**config.mk**
```make
export PLATFORM = sky130hd
export DESIGN_NAME = stream_arbiter_nch
export DESIGN_NICKNAME = d
export VERILOG_FILES = /design/src/rtl/stream_arb_pkg.sv /design/src/rtl/rr_pick_nch.sv /design/src/rtl/stream_arbiter_nch.sv
export SDC_FILE = /design/constraint.sdc
export NUM_CORES = 1
export LEC_CHECK = 0
export BUFFER_PORTS_ARGS = -buffer_cell sky130_fd_sc_hd__buf_4
export CELL_PAD_IN_SITES_DETAIL_PLACEMENT = 1
export CELL_PAD_IN_SITES_GLOBAL_PLACEMENT = 1
export CORE_UTILIZATION = 26
export CTS_CLUSTER_DIAMETER = 40
export CTS_CLUSTER_SIZE = 30
export DETAILED_ROUTE_END_ITERATION = 12
export PLACE_DENSITY = 0.6
export RECOVER_POWER = 50
export SLEW_MARGIN = 25
export SYNTH_ARGS = -nofsm -noshare
export SYNTH_HDL_FRONTEND = slang
export SYNTH_HIERARCHICAL = 1
export SYNTH_SLANG_ARGS = --single-unit
```
**constraint.sdc**
```tcl
create_clock -name clk -period 8.1 [get_ports clk]
set_input_delay 0.405 -clock clk [delete_from_list [all_inputs] [get_ports clk]]
set_output_delay 0.405 -clock clk [all_outputs]
set_load 0.05 [all_outputs]
```
**src/rtl/stream_arb_pkg.sv**
```systemverilog
// Shared types and constants for the multi-channel stream arbiter.
package stream_arb_pkg;

  typedef enum logic [2:0] {
    IDLE  = 3'd0,
    HDR   = 3'd1,
    SCAN  = 3'd2,
    XFER  = 3'd3,
    FLUSH = 3'd4
  } arb_state_e;

  localparam logic       MODE_SEQ  = 1'b0;
  localparam logic       MODE_RR   = 1'b1;
  localparam logic [7:0] HDR_MAGIC = 8'hA5;

endpackage

```
**src/rtl/rr_pick_nch.sv**
```systemverilog
// Combinational picker: first eligible index strictly after base, wrapping.
// A base of NUM_CH-1 yields the lowest eligible index.
module rr_pick_nch #(
  parameter int NUM_CH = 8,
  parameter int IDX_W  = $clog2(NUM_CH)
) (
  input  logic [NUM_CH-1:0] elig,
  input  logic [IDX_W-1:0]  base,
  output logic [IDX_W-1:0]  idx,
  output logic              found
);

  always_comb begin
    int j;
    idx   = '0;
    found = 1'b0;
    j     = 0;
    for (int k = 0; k < NUM_CH; k++) begin
      j = int'(base) + 1 + k;
      if (j >= NUM_CH) j = j - NUM_CH;
      if (!found && elig[j]) begin
        found = 1'b1;
        idx   = IDX_W'(j);
      end
    end
  end

endmodule

```
**src/rtl/stream_arbiter_nch.sv**
```systemverilog
// Drains up to NUM_CH FWFT FIFOs into one registered ready/valid stream.
// Optional leading header word per transaction: define STREAM_ARB_HEADER_EN.
module stream_arbiter_nch
  import stream_arb_pkg::*;
#(
  parameter int NUM_CH = 8,
  parameter int DATA_W = 32,
  parameter int CNT_W  = 8
) (
  input  logic                     clk,
  input  logic                     rst,
  input  logic                     start,
  input  logic [NUM_CH-1:0]        ch_select,
  input  logic [CNT_W-1:0]         num_words,
  input  logic                     mode,
  input  logic [NUM_CH*DATA_W-1:0] in_data,
  input  logic [NUM_CH-1:0]        in_valid,
  output logic [NUM_CH-1:0]        in_rd_en,
  output logic [DATA_W-1:0]        out_data,
  output logic                     out_valid,
  input  logic                     out_ready,
  output logic                     busy,
  output logic                     done
);

  localparam int              IDX_W    = $clog2(NUM_CH);
  localparam logic [IDX_W-1:0] LAST_IDX = IDX_W'(NUM_CH - 1);

  arb_state_e          state, state_d;
  logic [NUM_CH-1:0]   sel_q;
  logic [CNT_W-1:0]    nw_q;
  logic                mode_q;
  logic [IDX_W-1:0]    cur;
  logic [CNT_W-1:0]    cnt [NUM_CH];

  logic [DATA_W-1:0]   data_p1;
  logic                vld_p1;
  logic                done_q;

  logic                load_ok;
  logic [NUM_CH-1:0]   elig;
  logic [IDX_W-1:0]    pick_base, pick_idx;
  logic                pick_found;
  logic [CNT_W-1:0]    cnt_cur, cnt_inc;
  logic [DATA_W-1:0]   word_cur;
  logic                pop, latch, done_d;
`ifdef STREAM_ARB_HEADER_EN
  logic                hdr_ld;

  if (DATA_W < NUM_CH + CNT_W + 9) begin : g_hdr_width_chk
    $error("stream_arbiter_nch: DATA_W too narrow for header word");
  end

  function automatic logic [DATA_W-1:0] make_hdr(input logic [NUM_CH-1:0] s,
                                                  input logic [CNT_W-1:0]  n,
                                                  input logic              m);
    logic [DATA_W-1:0] h;
    h                  = '0;
    h[DATA_W-1 -: 8]   = HDR_MAGIC;
    h[DATA_W-9]        = m;
    h[NUM_CH +: CNT_W] = n;
    h[NUM_CH-1:0]      = s;
    return h;
  endfunction
`endif

  assign load_ok  = ~vld_p1 | out_ready;
  assign cnt_cur  = cnt[cur];
  assign cnt_inc  = cnt_cur + CNT_W'(1);
  assign word_cur = in_data[int'(cur)*DATA_W +: DATA_W];

  always_comb begin
    elig = '0;
    for (int c = 0; c < NUM_CH; c++) begin
      elig[c] = sel_q[c] & (cnt[c] != nw_q);
    end
  end

  // Sequential mode always restarts the search from index 0.
  assign pick_base = (mode_q == MODE_RR) ? cur : LAST_IDX;

  rr_pick_nch #(
    .NUM_CH (NUM_CH),
    .IDX_W  (IDX_W)
  ) u_pick (
    .elig  (elig),
    .base  (pick_base),
    .idx   (pick_idx),
    .found (pick_found)
  );

  always_ff @(posedge clk or posedge rst) begin
    if (rst) state <= IDLE;
    else     state <= state_d;
  end

  always_comb begin
    state_d  = state;
    in_rd_en = '0;
    pop      = 1'b0;
    latch    = 1'b0;
    done_d   = 1'b0;
`ifdef STREAM_ARB_HEADER_EN
    hdr_ld   = 1'b0;
`endif
    case (state)
      IDLE: begin
        if (start) begin
          latch = 1'b1;
`ifdef STREAM_ARB_HEADER_EN
          state_d = HDR;
`else
          state_d = SCAN;
`endif
        end
      end
`ifdef STREAM_ARB_HEADER_EN
      HDR: begin
        if (load_ok) begin
          hdr_ld  = 1'b1;
          state_d = SCAN;
        end
      end
`endif
      SCAN: state_d = pick_found ? XFER : FLUSH;
      XFER: begin
        pop           = in_valid[cur] & load_ok & (cnt_cur != nw_q);
        in_rd_en[cur] = pop;
        // Round-robin yields after every cycle so an empty channel never stalls the rest.
        if (mode_q == MODE_RR)
          state_d = SCAN;
        else if ((cnt_cur == nw_q) || (pop && (cnt_inc == nw_q)))
          state_d = SCAN;
      end
      FLUSH: begin
        if (!vld_p1 || out_ready) begin
          done_d  = 1'b1;
          state_d = IDLE;
        end
      end
      default: state_d = IDLE;
    endcase
  end

  // Stage p1: output register, transaction context and per-channel counters
  always_ff @(posedge clk or posedge rst) begin
    if (rst) begin
      sel_q   <= '0;
      nw_q    <= '0;
      mode_q  <= MODE_SEQ;
      cur     <= '0;
      data_p1 <= '0;
      vld_p1  <= 1'b0;
      done_q  <= 1'b0;
      for (int c = 0; c < NUM_CH; c++) cnt[c] <= '0;
    end else begin
      done_q <= done_d;
      if (latch) begin
        sel_q  <= ch_select;
        nw_q   <= num_words;
        mode_q <= mode;
        cur    <= LAST_IDX;
        for (int c = 0; c < NUM_CH; c++) cnt[c] <= '0;
      end
      if ((state == SCAN) && pick_found) cur <= pick_idx;
      if (pop) cnt[cur] <= cnt_inc;

      if (pop) begin
        data_p1 <= word_cur;
        vld_p1  <= 1'b1;
      end
`ifdef STREAM_ARB_HEADER_EN
      else if (hdr_ld) begin
        data_p1 <= make_hdr(sel_q, nw_q, mode_q);
        vld_p1  <= 1'b1;
      end
`endif
      else if (out_ready) begin
        vld_p1 <= 1'b0;
      end
    end
  end

  assign out_data  = data_p1;
  assign out_valid = vld_p1;
  assign done      = done_q;
  assign busy      = (state != IDLE);

endmodule

```
* After elaboration in Yosys (flattened, before gate mapping)
Cells that the tools add are included.
** Storage, ports and cells
- Flip-flop bits (word level) :: 121
- Output and inout bits :: 43
- Word-level logic and storage cells :: 188
** Operators by class
- Add/subtract/negate cells :: 17
- Magnitude comparators :: 20
- Equality and inequality tests :: 17
- Shift operators :: 1
- Muxes and demuxes :: 77
- Bitwise operators :: 14
- Reduce and logical (&&, ||, !) cells :: 26
** Operator list (count)
- < comparator 32 x 5 -> 1 bit, second input constant :: 8
- 2-to-1 mux 32 bit :: 8
- variable part select 256 x 9 -> 32 bit :: 1
- greater-or-equal comparator 32 x 5 -> 1 bit, second input constant :: 7
- subtractor 32 x 5 -> 32 bit, second input constant :: 7
- adder 32 x 4 -> 32 bit, second input constant :: 4
- 2-to-1 mux 64 bit :: 2
- != test 8 bit :: 9
- adder 32 x 3 -> 32 bit, second input constant :: 2
- bitwise mux 64 bit :: 1
- 2-to-1 mux 3 bit :: 16
- 2-to-1 mux 1 bit :: 33
- adder 32 x 2 -> 32 bit, second input constant :: 1
- 2-to-1 mux 8 bit :: 4
- binary-select mux 1 bit (select 3 bit) :: 9
- binary-select mux 8 bit (select 3 bit) :: 1
- demux 8 bit (select 3 bit) :: 1
- equality test 8 bit :: 2
- case mux 3 bit (4 select lines) :: 1
- logical AND 1 bit :: 11
- bitwise AND 1 bit :: 10
- adder 8 x 1 -> 8 bit, second input constant :: 1
- bitwise AND 8 bit :: 1
- greater-or-equal comparator 4 bit, second input constant :: 2
- 19 further kinds :: 30

* Longest topological paths before layout
- Word-level depth :: 31
- Depth in mapped cells :: 17

* Cells and area by module
The synthesis kept the hierarchy.
** By module, submodules not included
- stream_arbiter_nch :: times used 1, cells each 812, area each 7947.6 um^2, sequential area each 3027.9 um^2
- rr_pick_nch :: times used 1, cells each 105, area each 954.7 um^2, sequential area each 0.0 um^2

* Worst setup path after synthesis
OpenSTA, ideal clock, no wires.
- Path type :: register -> register
- From :: register cur[0]
- To :: register state[0]
- Library setup time :: 0.142 ns
- Data arrival time :: 4.172 ns
- Data required time :: 7.958 ns
- Path slack :: 3.786 ns
- Stages on the path, launching flop included :: 18
- Path buffers :: 5
- Path through :: dfrtp_1 -> buf_2 -> buf_4 -> nand2b_1 -> buf_6 -> buf_6 -> clkbuf_1 -> inv_1 -> ha_1 -> mux4_2 -> nor4b_1 -> nor4_2 -> nor3_1 -> nand3b_1 -> and3b_1 -> a2111o_1 -> nor4_1 -> a41oi_1
** Between the ends
- Word-level cells in the longest chain between the ends :: 31
- Elaborated cells between the ends (all ways) :: 97
- Those cells by class :: add/sub (17); order compare (8); eq/ne (4); mux (48); bitwise (3); reduce/logical (17)
** Ends and longest elaborated chain
- start: declaration :: line stream_arbiter_nch.sv:33 : logic [IDX_W-1:0] cur;
- start signal: assignment :: line stream_arbiter_nch.sv:165 : if ((state == SCAN) && pick_found) cur <= pick_idx;
- 2-to-1 mux 3 bit (*) :: line stream_arbiter_nch.sv:80 : assign pick_base = (mode_q == MODE_RR) ? cur : LAST_IDX;
- named net pick_base[0] :: line stream_arbiter_nch.sv:42 : logic [IDX_W-1:0] pick_base, pick_idx;
- adder 3 x 1 -> 4 bit (*) :: line rr_pick_nch.sv:19 : j = int'(base) + 1 + k;
- branches (longest 26 deep; another with adder 32 x 2 -> 32 bit)
- 2-to-1 mux 1 bit (*) :: line rr_pick_nch.sv:21 : if (!found && elig[j]) begin
- named net pick_found :: line stream_arbiter_nch.sv:43 : logic pick_found;
- 2-to-1 mux 3 bit (*) :: line stream_arbiter_nch.sv:125 : SCAN: state_d = pick_found ? XFER : FLUSH;
- case mux 3 bit (4 select lines) (*) :: line stream_arbiter_nch.sv:106 : case (state)
- end signal: assignment :: line stream_arbiter_nch.sv:94 : else state <= state_d;
- end: declaration :: line stream_arbiter_nch.sv:29 : arb_state_e state, state_d;
Mark *: on every way through the listed nets, which the timed path passes. The select of a mux whose other input is x is not followed.
A chain may end at the register's enable or synchronous reset.

==> qor.yml <==
status: "finished, violations left"
violations: "capacitance limit, slew limit"
comb_power_share_pct: 62.7
drive_gt1_share_pct: 34.2
first_pass_iters: 5
crit_required_ns: 7.68
dp_hpwl_um: 30600
rsz0062_at_grt: "no"
cts.path.max_buffers: 2
peakVddDrop_mv: 0.180
grtUsageTotal_pct: 23.2
startpoint_type: "input pin"
mostFrequentLayoutCell: "buf_4"
placementRows: 67
core_um2: 33600
internal_power_mw: 2.47
grtUsageMet2_pct: 36.1
syn_area_um2: 8900
synth-adder-area-share_pct: 0.422
post_drt_wl_per_cell_um: 24.5
cts.htree.levels: 4
antenna_found_initial: 6
cts_resized: 0
synthArstFlopShare_pct: 100
synth_edf_count: 0
whs_ns: 0.177
design_area_um2: 12300
min_path_type: "in2reg"
fp.dieW_um: 187
ys.flop_type: "dfrtp_1"
slowest_stage: "clkbuf_1"
ys_ff_latch: 121
top_usage_layer: "met2"
nets: 1493
ant_nets: 0
grt_remaining_overflow: 0
initial_utilization_pct: 26.5
maxSlewHeadroom_pct: -172
clkPwrFrac_pct: 15.0
synth_top_area_cell: "dfrtp_1"
swShare_pct: 51.2
finalSetupViolations: 0
cpMostUsedCell: "clkbuf_1"
fin_crit_sh_pct: 65.9
crit_chain: "clkbuf_1, clkinvlp_2, clkbuf_1"
cts_sinks: 121
synth_compound_area_share_pct: 20.4
port_buffers: 327
path_max_fanout: 71
drv_cap: 2
worst_slew_pin_slew_ns: 4.08
io_pins: 328
syn_avg_cell_area_um2: 9.71
clock.fmax_ghz: 0.187
die_h_um: 187
synth_xor_area_share_pct: 8.49
grt_util_met1_pct: 32.2
finalHoldViolCount: 0
yosys.area_share.simple_pct: 15.1
synth_area_leaders: "dfrtp_1 34%, mux2i_1 8.7%, xor2_1 6.8%"
placed_cell_area_um2: 11700
arrival_ns: 4.92
viasPerCell: 5.34
drc: 0
cts_buffers: 17
power_mw: 5.07
n_fill_cell: 3858
synth_top_family_by_area: "compound AO/OA/AOI/OAI gates"
fin_crit_ns: 5.34
dieArea_um2: 35000
finClkSkew_ns: 0.0164
synthMuxAreaShare_pct: 16.8
gp_congestion: 0.866
finalNonFillerCells: 1669
synth_seq_area_share_pct: 34.0
seq_power_share_pct: 22.2
crit_path_end_kind: "asynchronous set/reset pin"
postCtsSetupBuffers: 0
clkTransAtPathRegs_ns: 0.06
placedCellCount: 1633
cts_tree: "done"
vias: 8915
power_switching_mw: 2.59
fin_setup_tns_ns: 0
clk_latency_ns: 0.43
cpPeakStageDelay_ns: 2.97
grt_max_degree: 80
reg2reg_slack_ns: 2.86
syn_nets: 1205
clock-root-buffer: "clkbuf_16"
hold_buffers: 0
synth_cells: 917
routed_wl_um: 40900
drv_slew: 124
layout_common_cells: "320 x buf_4, 131 x nand2_1, 121 x dfrtp_1, 77 x mux2i_1, 68 x xor2_1"
synth_top_area_share_pct: 34.0
area_delta_synth_final_pct: 37.6
worst-setup-path-type: "in2async"
grtUsageMet3_pct: 5.70
yosys_warnings: 6
p_leak_nw: 5.85
drt_iter0_drc: 652
grt_pass1_vias: 9373
synth_cell_type_count: 71
p_per_area_nw_per_um2: 413
grt_pass1_wl_um: 61100
-- kinds of logic (layout without fill, tap and decap cells) --
kind of cell / Yosys count / in the layout
DFF: 121 / 121
xor gates and xnor gates: 83 / 83
AOI/OAI and AO/OA: 231 / 231
buffers and inverters: 91 / 392
other: 0 / 3
muxes: 115 / 115
and+or+nand+nor: 273 / 273
adders and majority gates: 3 / 3
-- Yosys cell counts, types with 19 or more instances --
master	instances
nand2_1	132
dfrtp_1	121
mux2i_1	77
xor2_1	69
a22o_1	65
a221oi_1	64
nor2_1	48
clkbuf_1	42
a31oi_1	34
mux4_2	21
nor4_1	20
o21ai_0	19
-- power groups by stage --
stage | sequential [mW] | combinational, mW | clock, mW
final | 1.13 | 3.18 | 0.760
after global routing | 1.15 | 3.44 | 0.797
after CTS | 1.12 | 3.21 | 0.771
after detailed placement | 1.13 | 3.19 | 0
after global placement | 1.13 | 3.17 | 0
after floorplan | 1.22 | 2.09 | 0
-- final cells by class --
class,count,area (um2),area share [%]
clock inverters,13,115,0.939
well taps,448,561,4.57
inverters,17,65.1,0.531
repair buffers,343,2500,20.4
clock buffers,19,453,3.70
flip-flops and latches,121,3030,24.7
diodes,3,7.51,0.0613
multi-input cells,705,5530,45.1
-- metal layers --
metal  wire (um)  part of all wire, %
met1       18700                   46
met2       18900                   46
met3        2790                  6.8
met4         517                  1.3
met5          66                 0.16
-- worst paths after layout --
| check | start | to | cells after the start |
|---|---|---|---|
| worst min register to register | sel_q[7]$_DFFE_PP0P_ | sel_q[7]$_DFFE_PP0P_ | 2 |
| worst min-delay path | num_words[3] | nw_q[3]$_DFFE_PP0P_ | 3 |
| worst max register to register | cur[0]$_DFFE_PP0P_ | state[0]$_DFFE_PP0P_ | 13 |
| min in group asynchronous | rst | out_data[10]$_DFFE_PP0P_ | 2 |
| worst max-delay path | rst | cnt[7]$_DFF_PP0_ | 3 |
| max in group clk | cur[0]$_DFFE_PP0P_ | state[0]$_DFFE_PP0P_ | 13 |
-- per-stage QoR --
step | setup slack (ns) | utilization (%)
2_1_floorplan | 3.79 | -
3_3_place_gp | 2.96 | 34.9
3_5_place_dp | 2.85 | 34.9
4_1_cts | 2.47 | 36.6
5_1_grt | 1.67 | 36.4
6_report | 2.76 | 36.4
-- worst max-delay path, delay by kind of cell --
family                 cells  cell delay [ns]
buffers and inverters      3             4.46
-- sequential cells by signal (all words and copies together), names as in the netlist --
register,count
cnt,64
cur,3
done,1
mode_q,1
nw_q,8
out_data,32
out_valid,1
sel_q,8
state,3
Note: power is estimated with default switching activity, not from simulation.
